<file path="src/rtl/uart_pkg.sv">
// Shared UART definitions: state encoding and line levels, common to uart_tx and the future uart_rx.
package uart_pkg;

    localparam logic [2:0] IDLE      = 3'd0;
    localparam logic [2:0] START     = 3'd1;
    localparam logic [2:0] DATA      = 3'd2;
    localparam logic [2:0] PARITY    = 3'd3;
    localparam logic [2:0] STOP      = 3'd4;
    localparam logic       LINE_IDLE = 1'b1;

    typedef enum logic [2:0] {
        S_IDLE   = IDLE,
        S_START  = START,
        S_DATA   = DATA,
        S_PARITY = PARITY,
        S_STOP   = STOP
    } uart_state_t;

endpackage

</file>
<file path="src/rtl/uart_tx_baud_tick.sv">
// Bit-period timer: counts 0..CLKS_PER_BIT-1 and pulses tick on the last cycle of each bit.
module baud_tick #(
    parameter int CLKS_PER_BIT = 16
) (
    input  logic clk,
    input  logic rst,
    input  logic clear,
    output logic tick
);

    localparam int CW = (CLKS_PER_BIT > 1) ? $clog2(CLKS_PER_BIT) : 1;

    logic [CW-1:0] r_cnt;

    assign tick = (r_cnt == CW'(CLKS_PER_BIT - 1));

    always_ff @(posedge clk) begin
        if (!rst) begin
            r_cnt <= '0;
        end else if (clear || tick) begin
            r_cnt <= '0;
        end else begin
            r_cnt <= r_cnt + 1'b1;
        end
    end

endmodule

</file>
<file path="src/rtl/uart_tx.sv">
// UART transmitter: start bit, LSB-first data, optional even parity, one stop bit.
// Parity stage is built only when UART_TX_PARITY_EN is defined.
//
// state  | meaning
// IDLE   | line high, ready for a byte
// START  | line low for one bit period
// DATA   | shifting payload out LSB-first
// PARITY | even parity of latched byte (UART_TX_PARITY_EN only)
// STOP   | line high for one bit period
module uart_tx
    import uart_pkg::*;
#(
    parameter int CLKS_PER_BIT = 16,
    parameter int DATA_BITS    = 8
) (
    input  logic                 clk,
    input  logic                 rst,
    input  logic [DATA_BITS-1:0] tx_data,
    input  logic                 tx_valid,
    output logic                 tx_ready,
    output logic                 tx,
    output logic                 busy
);

    localparam int BCW = $clog2(DATA_BITS + 1);

    uart_state_t          r_state, w_state_nxt;
    logic [DATA_BITS-1:0] r_shift, w_shift_nxt;
    logic [BCW-1:0]       r_bit_cnt, w_bit_cnt_nxt;
    logic                 r_tx, w_tx_nxt;
    logic                 w_tick;
    logic                 w_accept;

    assign w_accept = (r_state == S_IDLE) && tx_valid;
    assign tx_ready = (r_state == S_IDLE);
    assign busy     = ~tx_ready;
    assign tx       = r_tx;

    baud_tick #(
        .CLKS_PER_BIT(CLKS_PER_BIT)
    ) u_baud_tick (
        .clk  (clk),
        .rst  (rst),
        .clear(w_accept),
        .tick (w_tick)
    );

`ifdef UART_TX_PARITY_EN
    logic r_parity;

    // Parity is taken from the byte at accept, since the shift register is consumed by the time it is sent.
    always_ff @(posedge clk) begin
        if (!rst) begin
            r_parity <= 1'b0;
        end else if (w_accept) begin
            r_parity <= ^tx_data;
        end
    end
`endif

    always_comb begin
        w_state_nxt   = r_state;
        w_shift_nxt   = r_shift;
        w_bit_cnt_nxt = r_bit_cnt;
        w_tx_nxt      = r_tx;
        case (r_state)
            S_IDLE: begin
                w_tx_nxt = LINE_IDLE;
                if (tx_valid) begin
                    w_state_nxt   = S_START;
                    w_shift_nxt   = tx_data;
                    w_bit_cnt_nxt = '0;
                    w_tx_nxt      = 1'b0;
                end
            end
            S_START: begin
                if (w_tick) begin
                    w_state_nxt = S_DATA;
                    w_tx_nxt    = r_shift[0];
                end
            end
            S_DATA: begin
                if (w_tick) begin
                    w_shift_nxt = r_shift >> 1;
                    if (r_bit_cnt == BCW'(DATA_BITS - 1)) begin
                        w_bit_cnt_nxt = '0;
`ifdef UART_TX_PARITY_EN
                        w_state_nxt   = S_PARITY;
                        w_tx_nxt      = r_parity;
`else
                        w_state_nxt   = S_STOP;
                        w_tx_nxt      = LINE_IDLE;
`endif
                    end else begin
                        w_bit_cnt_nxt = r_bit_cnt + 1'b1;
                        w_tx_nxt      = r_shift[1];
                    end
                end
            end
`ifdef UART_TX_PARITY_EN
            S_PARITY: begin
                if (w_tick) begin
                    w_state_nxt = S_STOP;
                    w_tx_nxt    = LINE_IDLE;
                end
            end
`endif
            S_STOP: begin
                if (w_tick) begin
                    w_state_nxt = S_IDLE;
                    w_tx_nxt    = LINE_IDLE;
                end
            end
            default: begin
                w_state_nxt = S_IDLE;
                w_tx_nxt    = LINE_IDLE;
            end
        endcase
    end

    always_ff @(posedge clk) begin
        if (!rst) begin
            r_state   <= S_IDLE;
            r_shift   <= '0;
            r_bit_cnt <= '0;
            r_tx      <= LINE_IDLE;
        end else begin
            r_state   <= w_state_nxt;
            r_shift   <= w_shift_nxt;
            r_bit_cnt <= w_bit_cnt_nxt;
            r_tx      <= w_tx_nxt;
        end
    end

endmodule

</file>
<file path="config.mk">
export PLATFORM = sky130hd
export DESIGN_NAME = uart_tx
export DESIGN_NICKNAME = d
export VERILOG_FILES = /design/src/rtl/uart_pkg.sv /design/src/rtl/uart_tx_baud_tick.sv /design/src/rtl/uart_tx.sv
export SDC_FILE = /design/constraint.sdc
export NUM_CORES = 1
export LEC_CHECK = 0
export ABC_AREA = 1
export CAP_MARGIN = 40
export CORE_MARGIN = 1
export CORE_UTILIZATION = 23
export CTS_CLUSTER_SIZE = 8
export DETAILED_ROUTE_END_ITERATION = 8
export GPL_ROUTABILITY_DRIVEN = 0
export RECOVER_POWER = 50
export SETUP_SLACK_MARGIN = 0.5
export SLEW_MARGIN = 30
export SYNTH_ARGS = -nofsm -noshare
export SYNTH_HDL_FRONTEND = slang
export SYNTH_SLANG_ARGS = --single-unit
</file>
<file path="constraint.sdc">
create_clock -name clk -period 2.8 [get_ports clk]
set_input_delay 0.7 -clock clk [delete_from_list [all_inputs] [get_ports clk]]
set_output_delay 0.7 -clock clk [all_outputs]
set_load 0.01 [all_outputs]
</file>
**After elaboration in Yosys (flattened, before gate mapping)**

Index checks and enable logic that the tools add are counted.

- Flip-flop bits (word level): 20
- Input bits: 11
- Logic and storage cells: 46

- $add $sub $neg: 2
- Equal/unequal tests: 10
- Mux-type cells: 19
- Bitwise logic cells: 2
- Reductions and logical operators: 8

Operators with widths:

| cell | number |
|---|---|
| $mux W8 | 2 |
| $pmux W8 S2 | 1 |
| $mux W3 | 5 |
| $mux W4 | 3 |
| $pmux W3 S4 | 1 |
| $add A4 B1 Y4 const B | 2 |
| $pmux W4 S2 | 1 |
| $ne A2 B1 Y1 const B | 3 |
| $reduce_and A3 Y1 | 2 |
| $mux W1 | 5 |
| $reduce_and A5 Y1 | 1 |
| $eq A4 B3 Y1 const B | 1 |
| $eq A4 B4 Y1 const B | 1 |
| $ne A2 B2 Y1 const B | 2 |
| $pmux W1 S4 | 1 |
| $eq A3 B1 Y1 const B | 1 |
| $eq A3 B2 Y1 const B | 1 |
| $eq A3 B3 Y1 const B | 1 |
| $logic_not A3 Y1 | 1 |
| $not A1 Y1 | 2 |
| $reduce_bool A2 Y1 | 1 |
| $reduce_or A2 Y1 | 1 |
| $logic_and A1 B1 Y1 | 1 |
| $logic_or A1 B1 Y1 | 1 |

**Depth between registers and ports, before layout**

- Depth in word-level cells: 4
- Depth in mapped cells: 8
- Depth with buffers taken out: 8

**Hierarchy**

Synthesis repeated with hierarchy kept, for this count alone.

- Cells, all modules: 152
- Area, all modules: 1034.7 um2

Modules (own cells, without submodules):

| module | times used | cells an instance | area each (um2) | seq. area each (um2) |
|---|---|---|---|---|
| uart_tx | 1 | 132 | 864.6 | 320.3 |
| baud_tick | 1 | 20 | 170.2 | 80.1 |

**Worst setup path before layout**

Ideal clock, no wire load.

- Path type: in2reg
- Start: input port tx_valid
- End: register r_bit_cnt[2]
- Library setup time: 0.116 ns
- Data arrival time: 1.293 ns
- Required time: 2.684 ns
- Setup slack: 1.392 ns
- Stages: 7
- Path buffers: 1
- Cells stage by stage: inv_1 -> nor2_4 -> nor2_4 -> inv_4 -> buf_12 -> a21oi_4 -> nor2_2

- Cells in the longest elaborated chain, start to end: 2

RTL lines:

| what | RTL line | source |
|---|---|---|
| from (decl) | uart_tx.sv:19 | `input logic tx_valid,` |
| $ne A2 B2 Y1 (no line) | -- |  |
| $reduce_and A3 Y1 (no line) | -- |  |
| to (signal assigned) | uart_tx.sv:130 | `r_bit_cnt <= w_bit_cnt_nxt;` |
| to (decl) | uart_tx.sv:29 | `logic [BCW-1:0] r_bit_cnt, w_bit_cnt_nxt;` |

No other way between the ends.
A chain may end at the register's enable or synchronous reset.

**Worst setup path in the final report**

- Start: input port tx_valid
- End: register r_bit_cnt[1]

The elaborated chain is that of the path after synthesis.

==> summary.txt <==
Power and ir drop
  • Pleak: 0.542 nW
  • Switching Share: 36.6%
  • VDD IR max: 0.208 mV
  • Internal power: 0.724 mW
  • Cell Pwr Density: 909 mW/mm^2
  • Clock share of power: 25.3%
  • Combinational Power Share: 38.0%
  • Final Power: 1.14 mW
  • Flop pwr share: 36.6%
  • Switching Power: 0.418 mW

Finish
  • Post-route insts no fill: 209
  • Layout net count: 171
  • FF/Latch Area: 400 um^2
  • Layout cell share with drive strength beyond 1: 14.0%
  • Layout area overhead: 20.4%
  • Layout fillers: 467
  • Area of the multi-input gates: 542 um^2
  • Diodes inserted: 0
  • Final instance area: 0.00126 mm^2

Drt
  • Remaining DRCs: 0
  • Drt wl/cell: 9.60 um
  • Routed WL: 2.01 mm
  • Post-DRT Antenna Nets: 0
  • TritonRoute pass-1 iters: 4
  • Via Count: 909
  • Initial DRC count: 45
  • Vias/cell: 4.35

Global route
  • GRT Residual Overflow: 0
  • GRT Total Usage: 9.24%
  • First-pass GRT wire length: 3.65 mm
  • Vias in the first global route: 874
  • Antenna violations before repair: 0
  • Largest net degree at the start of global routing: 16

Floorplan
  • Die Area: 0.00481 mm^2
  • Initial Util: 24.0%
  • Core area: 0.00435 mm^2
  • Die height: 69.4 um
  • Die W: 69.4 um
  • Row cnt: 24
  • I/O Pins: 14

CTS
  • TritonCTS Buffers: 3
  • CTS tree: done
  • Post-CTS Hold Fix Bufs: 0
  • Reg clk slew, reported paths: 0.08 ns
  • Maximum clock path buffer count: 2
  • Clock Tree Root: clkbuf_8
  • Post-cts repair resize count: 0
  • Number of setup buffers added after CTS: 0
  • Htree depth: 1
  • Worst skew pair latency: 0.26 ns
  • Clock sink total: 20

Synthesis
  • Synth unique cells: 25
  • Count of state elements after synthesis: 20
  • Syn. warnings: 0
  • Post-Syn Area: 0.00104 mm^2
  • Syn_area_per_cell: 7.25 um^2
  • Net count after synthesis: 157
  • Seq/Total Area, Yosys: 38.4%
  • Mapped Cells: 144

Timing
  • Fin Hold WS: 0.456 ns
  • Slew headroom: 39.8%
  • Worst-margin pin slew: 0.899 ns
  • Setup TNS Final: 0 ns
  • Max Freq: 434 MHz
  • Final Setup Violations: 0
  • Period utilization: 82.3%
  • Final slew viol count: 0
  • Skew final: 0.00392 ns
  • Period minus WS final: 2.31 ns
  • Fin. Hold Viols: 0
  • Unrepaired setup endpoints after global routing: false

Placed design
  • Placed Cells: 205
  • DP HPWL: 1.49 mm
  • Cell Area, Placed: 0.00120 mm^2
  • IO Port Bufs: 13

Run status
  • Run status: finished, final reports clean

Setup path
  • Worst setup EP type: flop
  • WS Path Type: input pin to flop
  • CP Max Fanout: 13
  • Crit path launch type: input pin
  • Arrival @ worst endpoint: 2.46 ns
  • Worst path required time: 2.95 ns

Run
  • Max_cap viols: 0

Hold path
  • Hold/Removal Path Class: flop to flop
## layout by cell type (no fill, tap or decap), types with 2 or more instances in the layout
cell	n
a21oi_1	7
ha_1	2
clkdlybuf4s50_1	12
nor2_2	11
nand2_1	36
clkbuf_8	3
dfxtp_1	20
nor2_1	20
o21ai_0	3
o21ai_1	8
nand3_1	11
inv_1	10
nand4_1	2
## synth_stat cells
library cell	count	area [um^2]
inv_1	10	37.5
nand3_1	11	55.1
a21oi_2	2	17.5
nand4_1	2	12.5
nand2_4	1	11.3
inv_2	1	3.75
a21oi_4	1	16.3
buf_1	1	3.75
a21oi_1	6	30.0
buf_6	1	11.3
nor3_1	1	5.00
nor2_2	12	75.1
ha_1	2	25.0
nor2_4	2	22.5
o21ai_0	3	15.0
buf_2	1	5.00
o21ai_1	8	40.0
nand3_2	1	10.0
buf_12	1	20.0
xnor2_1	1	8.76
nand2_1	36	135
dfxtp_1	20	400
xor2_1	1	8.76
inv_4	1	6.26
nor2_1	18	67.6
## critical path: stages
cell	delay (ns)
clkdlybuf4s50_1	0.44
inv_1	0.11
nor2_4	0.04
nor2_1	0.69
inv_4	0.21
o21ai_0	0.21
nor2_1	0.05
## registers in the layout, indices dropped and copies added (netlist names)
register	flops
u_baud_tick.r_cnt	4
tx	1
r_state	3
r_bit_cnt	4
r_shift	8
## power by group through the flow
stage	sequential [mW]	clock [mW]	combinational (mW)
final	0.418	0.289	0.434
after global routing	0.428	0.312	0.496
after CTS	0.417	0.298	0.448
after detailed placement	0.423	0	0.446
after global placement	0.423	0	0.444
after floorplan	0.415	0	0.360
## area by class of cell
class,count,area share [%]
clock inverters,1,2.39
clock buffers,3,3.29
well taps,52,5.18
flip-flops and latches,20,31.9
multi-input cells,108,43.1
repair buffers,13,10.4
inverters,12,3.78
## cells by family (layout without fill, tap and decap cells)
kind of cell / after synthesis / after routing / share of synthesized area (%)
AO/OA/AOI/OAI: 20 / 20 / 11.4
XOR/XNOR: 2 / 2 / 1.68
adder cells (fa/ha/maj): 2 / 2 / 2.40
buffers and inverters: 16 / 29 / 8.39
flip-flops: 20 / 20 / 38.4
AND/OR/NAND/NOR: 84 / 84 / 37.8
## metal layers
layer  wire length, um  share of wire, %  up-vias  global-route usage [%]
met5                 0                 0        -                       0
met4                10              0.50        0                    3.85
met3                65               3.2        2                    2.03
met2               946                47       13                    15.0
met1               984                49      411                    11.8
li1                  -                 -      483                       -
## per-stage QoR
stage          worst slack, ns  util, %
2_1_floorplan             1.39        -
3_3_place_gp             0.710     27.5
3_5_place_dp             0.697     27.5
4_1_cts                  0.573     29.2
5_1_grt                  0.341     28.9
6_report                 0.495     28.9
## final timing paths
check	from	to	slack, ns	cells after the start
max	tx_valid	r_bit_cnt[1]	0.49	7
max reg2reg	u_baud_tick.r_cnt[0]	r_bit_cnt[1]	0.70	7
min	u_baud_tick.r_cnt[0]	u_baud_tick.r_cnt[0]	0.46	1
min reg2reg	u_baud_tick.r_cnt[0]	u_baud_tick.r_cnt[0]	0.46	1
No activity file was read; power rests on OpenSTA's default activity.
